--- src/rtl/ncpu32k_rob.sv ---
// ncpu32k_rob -- reorder buffer at the receiving end of the CDB commit channel.
//
// Dispatch allocates entries in program order and gets back a tag, which is
// the tail index. Functional units complete out of order: the CDB arbiter
// delivers B-packets carrying that tag. Completed entries retire in order,
// from the head, to the register file.
//
// Ports:
//   clk, rst            clock; asynchronous active-high reset
//   flush               synchronous flush of all entries
//   disp_*              dispatch A-channel (AVALID/AREADY, rd_addr, rd_we, tag out)
//   rob_commit_*        CDB B-channel (BVALID/BREADY, BDATA, BTAG, id)
//   retire_*            in-order retire channel to the register file
//   commit_err          sticky flag: a commit hit a free or already-ready entry
//
// Handshake rule for every channel: a transfer happens on a rising clock edge
// where valid and ready are both high. Ready never depends on valid.
// Neither side withdraws valid or changes the payload until the transfer.

module ncpu32k_rob #(
    parameter int TAG_WIDTH = 2,
    parameter int ID_WIDTH  = 2,
    parameter int DW        = 32,
    parameter int REG_AW    = 5
) (
    input  logic                 clk,
    input  logic                 rst,
    input  logic                 flush,
    input  logic                 disp_AVALID,
    output logic                 disp_AREADY,
    input  logic [REG_AW-1:0]    disp_rd_addr,
    input  logic                 disp_rd_we,
    output logic [TAG_WIDTH-1:0] disp_tag,
    input  logic                 rob_commit_BVALID,
    output logic                 rob_commit_BREADY,
    input  logic [DW-1:0]        rob_commit_BDATA,
    input  logic [TAG_WIDTH-1:0] rob_commit_BTAG,
    input  logic [ID_WIDTH-1:0]  rob_commit_id,
    output logic                 retire_valid,
    input  logic                 retire_ready,
    output logic [DW-1:0]        retire_data,
    output logic [REG_AW-1:0]    retire_rd_addr,
    output logic                 retire_rd_we,
    output logic [ID_WIDTH-1:0]  retire_id,
    output logic                 commit_err
);

    localparam int DEPTH = 1 << TAG_WIDTH;

    // Pointers carry an extra wrap bit so full and empty are distinguishable.
    logic [TAG_WIDTH:0]   r_head;
    logic [TAG_WIDTH:0]   r_tail;
    logic [DEPTH-1:0]     r_vld;
    logic [DEPTH-1:0]     r_rdy;
    logic                 r_commit_err;

    // Payload storage, not reset.
    logic [DW-1:0]        r_data    [DEPTH];
    logic [REG_AW-1:0]    r_rd_addr [DEPTH];
    logic [DEPTH-1:0]     r_rd_we;
    logic [ID_WIDTH-1:0]  r_id      [DEPTH];

    logic [TAG_WIDTH-1:0] w_head_idx;
    logic [TAG_WIDTH-1:0] w_tail_idx;
    logic                 w_empty;
    logic                 w_full;
    logic                 w_disp_hs;
    logic                 w_cmt_hs;
    logic                 w_cmt_ok;
    logic                 w_ret_hs;
    logic [DEPTH-1:0]     w_vld_nxt;
    logic [DEPTH-1:0]     w_rdy_nxt;

    assign w_head_idx = r_head[TAG_WIDTH-1:0];
    assign w_tail_idx = r_tail[TAG_WIDTH-1:0];
    assign w_empty    = (r_head == r_tail);
    assign w_full     = (w_head_idx == w_tail_idx) & (r_head[TAG_WIDTH] != r_tail[TAG_WIDTH]);

    // Full is evaluated without the same-cycle retire, so a full ROB stalls
    // dispatch for one cycle even when the head leaves.
    assign disp_AREADY       = ~rst & ~w_full & ~flush;
    assign disp_tag          = w_tail_idx;
    assign rob_commit_BREADY = ~rst & ~flush;

    assign retire_valid   = ~w_empty & r_vld[w_head_idx] & r_rdy[w_head_idx];
    assign retire_data    = r_data[w_head_idx];
    assign retire_rd_addr = r_rd_addr[w_head_idx];
    assign retire_rd_we   = r_rd_we[w_head_idx];
    assign retire_id      = r_id[w_head_idx];
    assign commit_err     = r_commit_err;

    assign w_disp_hs = disp_AVALID & disp_AREADY;
    assign w_cmt_hs  = rob_commit_BVALID & rob_commit_BREADY;
    // Only an allocated, not yet completed entry may accept a result.
    assign w_cmt_ok  = w_cmt_hs & r_vld[rob_commit_BTAG] & ~r_rdy[rob_commit_BTAG];
    // Flush wins over a retire in the same cycle.
    assign w_ret_hs  = retire_valid & retire_ready & ~flush;

    // Dispatch, commit and retire always touch distinct entries, so the
    // updates below never collide on the same bit.
    always_comb begin
        w_vld_nxt = r_vld;
        w_rdy_nxt = r_rdy;
        if (w_disp_hs) begin
            w_vld_nxt[w_tail_idx] = 1'b1;
            w_rdy_nxt[w_tail_idx] = 1'b0;
        end
        if (w_cmt_ok) begin
            w_rdy_nxt[rob_commit_BTAG] = 1'b1;
        end
        if (w_ret_hs) begin
            w_vld_nxt[w_head_idx] = 1'b0;
            w_rdy_nxt[w_head_idx] = 1'b0;
        end
    end

    always_ff @(posedge clk or posedge rst) begin
        if (rst) begin
            r_head       <= '0;
            r_tail       <= '0;
            r_vld        <= '0;
            r_rdy        <= '0;
            r_commit_err <= 1'b0;
        end else if (flush) begin
            // commit_err survives a flush; only reset clears it.
            r_head <= '0;
            r_tail <= '0;
            r_vld  <= '0;
            r_rdy  <= '0;
        end else begin
            r_vld <= w_vld_nxt;
            r_rdy <= w_rdy_nxt;
            if (w_disp_hs) begin
                r_tail <= r_tail + 1'b1;
            end
            if (w_ret_hs) begin
                r_head <= r_head + 1'b1;
            end
            if (w_cmt_hs & ~w_cmt_ok) begin
                r_commit_err <= 1'b1;
            end
        end
    end

    always_ff @(posedge clk) begin
        if (w_disp_hs) begin
            r_rd_addr[w_tail_idx] <= disp_rd_addr;
            r_rd_we[w_tail_idx]   <= disp_rd_we;
        end
        if (w_cmt_ok) begin
            r_data[rob_commit_BTAG] <= rob_commit_BDATA;
            r_id[rob_commit_BTAG]   <= rob_commit_id;
        end
    end

endmodule

--- config.mk ---
export PLATFORM = sky130hd
export DESIGN_NAME = ncpu32k_rob
export DESIGN_NICKNAME = d
export VERILOG_FILES = /design/src/rtl/ncpu32k_rob.sv
export SDC_FILE = /design/constraint.sdc
export NUM_CORES = 1
export LEC_CHECK = 0
export ABC_AREA = 1
export CAP_MARGIN = 10
export CORE_UTILIZATION = 45
export DETAILED_ROUTE_END_ITERATION = 10
export PLACE_DENSITY = 0.7
export SYNTH_ARGS = -nofsm -noshare
export SYNTH_HDL_FRONTEND = slang
export SYNTH_SLANG_ARGS = --single-unit
--- constraint.sdc ---
create_clock -name clk -period 1.76 [get_ports clk]
set_input_delay 0.352 -clock clk [delete_from_list [all_inputs] [get_ports clk]]
set_output_delay 0.352 -clock clk [all_outputs]
set_load 0.02 [all_outputs]
==> results.ini <==
[global_routing]
gr-usage-all-layers_pct = 21.5
grt_first_pass_wirelength_mm = 25.4
grt_overflow = 0
antenna_found_initial = 0
grt_max_degree = 27
grt_pass1_vias = 4857

[worst_setup_path]
critPathMaxFanout = 8
crit_required_ns = 1.41
slowest_delay_ns = 0.44
path_class = reg2out
cp.arrival_ns = 1.69
crit_slowest_cell = dfrtp_2
cp-end-kind = output pin
critPathLaunchType = flip-flop
worstPathCellList = clkinv_4 > buf_12 > clkbuf_16 > nor2_1 > o22ai_2 > buf_6

[logic_synthesis]
ys_warn_count = 0
synth_fp_nets = 592
syn_avg_cell_area_sq_um = 13.0
ys_seq_area_share_pct = 74.3
async_reset_ff_share_pct = 8.57
synthCells = 536
ys_types = 29
synth_area_sq_mm = 0.00697
ys.flop_type = edfxtp_1
synth_edf_count = 160
ys_seq_elements = 175

[final_layout]
postLayoutCoreUtil_pct = 66.0
synthToLayoutAreaGrowth_pct = 43.4
final_cells = 892
layout_common_cells = edfxtp_1 (160), nor2_1 (77), buf_4 (53)
finalNetCount = 747
mostFrequentLayoutCell = edfxtp_1
drive_gt1_share_pct = 36.4
num_antenna_cells = 0
fillers = 1029

[power]
p_comb_share_pct = 3.8
ir_worst_vdd_v = 0.000699
p_seq_share_pct = 54.2
p_per_area_mw_per_mm2 = 841
leakagePower_nw = 3.66
internal-power_mw = 6.77
power_frac_clock_pct = 42.1
swShare_pct = 19.5
p_switching_mw = 1.64
power_mw = 8.41

[placement]
port_buffers = 93
hpwlAfterDp_mm = 10.1
placedCellCount = 845
preCtsSetupSlack_ns = -0.499
place_congestion = 0.878

[drt]
drc_errors = 0
drt-total-wl_mm = 17.2
ant_nets = 0
wire_per_inst_um = 19.3
drt_first_pass_iters = 5
num_vias = 4868
drt-initial-drc-count = 280
via_per_inst = 5.46

[run_status]
violations = setup timing
outcome = complete, but fails checks

[clocking]
clkLatencyLatePin_ns = 0.43
cts_buffers = 17
cts_tree = built
cts-hold-fix-buffers = 0
root_buffer = clkbuf_16
cts.sinks = 175
htree_levels = 4
cts.path.max_buffers = 2
clkTransAtPathRegs_ns = 0.07

[floorplanning]
pin_count = 94
die_area_sq_mm = 0.0160
die_w_um = 126
die_y_um = 126
start_util_pct = 46.0
coreArea_sq_mm = 0.0151
row_count = 45

[sta]
max_slew_margin_pct = 78.5
hold_viol_final = 0
setup_viol = 60
finalCriticalPeriod_ns = 2.04
drv_slew = 0
worstMarginPinSlew_ns = 0.323
period_share_pct = 116
max_freq_mhz = 490
finClkSkew_ns = 0.0242
worst_slack_ns = -0.280
rsz0062_at_grt = yes

[flow_run]
maxCapViolCount = 0

[worst_hold_path]
hold_class = in2async

## logic make-up (layout without fill, tap and decap cells)
| kind of cell | count (synthesis) | in the layout | synth area share [%] |
|---|---|---|---|
| flip-flops | 175 | 175 | 74.3 |
| AND/OR/NAND/NOR | 165 | 165 | 10.5 |
| AO/OA/AOI/OAI | 131 | 131 | 10.2 |
| buffers and inverters | 56 | 224 | 3.37 |
| adder cells (fa/ha/maj) | 8 | 8 | 1.44 |
| XOR/XNOR | 1 | 1 | 0.126 |
## cell type report
| cell class | instances | area, sq um | area share, % |
|---|---|---|---|
| multi-input cells | 305 | 2070 | 20.7 |
| well taps | 188 | 235 | 2.35 |
| clock inverters | 13 | 123 | 1.23 |
| repair buffers | 164 | 1830 | 18.3 |
| clock buffers | 19 | 433 | 4.33 |
| flip-flops and latches | 175 | 5180 | 51.8 |
| inverters | 28 | 129 | 1.29 |
## stage by stage
stage	hold WS [ns]	TNS [ns]	area, sq um
floorplan	0.253	0	6990
global placement	0.447	-71.55	8660
detailed placement	0.443	-78.32	8660
CTS	0.332	-10.61	9490
global route	0.0514	-14.94	10000
finish	0.0206	-9.90	10000
## power by group through the flow
stage | combinational (mW) | clock [mW] | sequential [mW]
2_1_floorplan | 0.0718 | 0 | 4.64
3_3_place_gp | 0.285 | 0 | 4.64
3_5_place_dp | 0.290 | 0 | 4.64
4_1_cts | 0.290 | 3.56 | 4.55
5_1_grt | 0.337 | 3.73 | 4.56
6_report | 0.315 | 3.54 | 4.56
## Yosys cell counts, drive strengths merged (2+ instances only)
master	count	area, sq um
nand2	41	169
or2	2	12.5
buf	11	66.3
o21ai	89	445
nor2	98	378
edfxtp	160	4800
inv	27	101
clkbuf	17	63.8
nand3	15	97.6
ha	8	100
nand4	7	58.8
dfrtp	15	375
o22ai	40	250
## final timing paths
check / start / to / slack, ns / depth (start not counted)
max: r_head[0]$_DFFE_PP0P_ / retire_rd_addr[2] / -0.28 / 6
min: rst / commit_err$_DFFE_PP0P_ / 0.02 / 3
max reg2reg: r_head[0]$_DFFE_PP0P_ / r_rd_addr[0][2]$_DFFE_PP_ / -0.08 / 9
min reg2reg: commit_err$_DFFE_PP0P_ / commit_err$_DFFE_PP0P_ / 0.45 / 1
max in group asynchronous: rst / r_head[1]$_DFFE_PP0P_ / 1.52 / 3
min in group clk: rst / commit_err$_DFFE_PP0P_ / 0.38 / 3
## sequential cells by signal, summed over array words and instances, names as in the netlist
signal	flops
commit_err	1
r_data	128
r_head	3
r_id	8
r_rd_addr	20
r_rd_we	4
r_rdy	4
r_tail	3
r_vld	4
## per-layer routing
metal	share of wire (%)	GRT usage [%]	routed length [um]	vias to the layer above
met1	42	27.4	7230	2397
li1	-	-	-	2268
met4	1.8	9.28	313	0
met3	5.5	4.60	951	23
met2	51	35.7	8700	180
met5	0	0	0	-
## worst max-delay path: cells and delay by family (launching register included)
family | cells | cell delay, ns
DFF | 1 | 0.44
AOI/OAI and AO/OA | 1 | 0.10
buffers and inverters | 4 | 0.61
and+or+nand+nor | 1 | 0.12
## what timing repair did
action,in CTS,in global routing
resized for setup,287,144
buffers inserted,8,5
cloned,3,2
pin swaps,22,28
endpoints found under the setup margin,194,160
No activity file was read; power rests on OpenSTA's default activity.
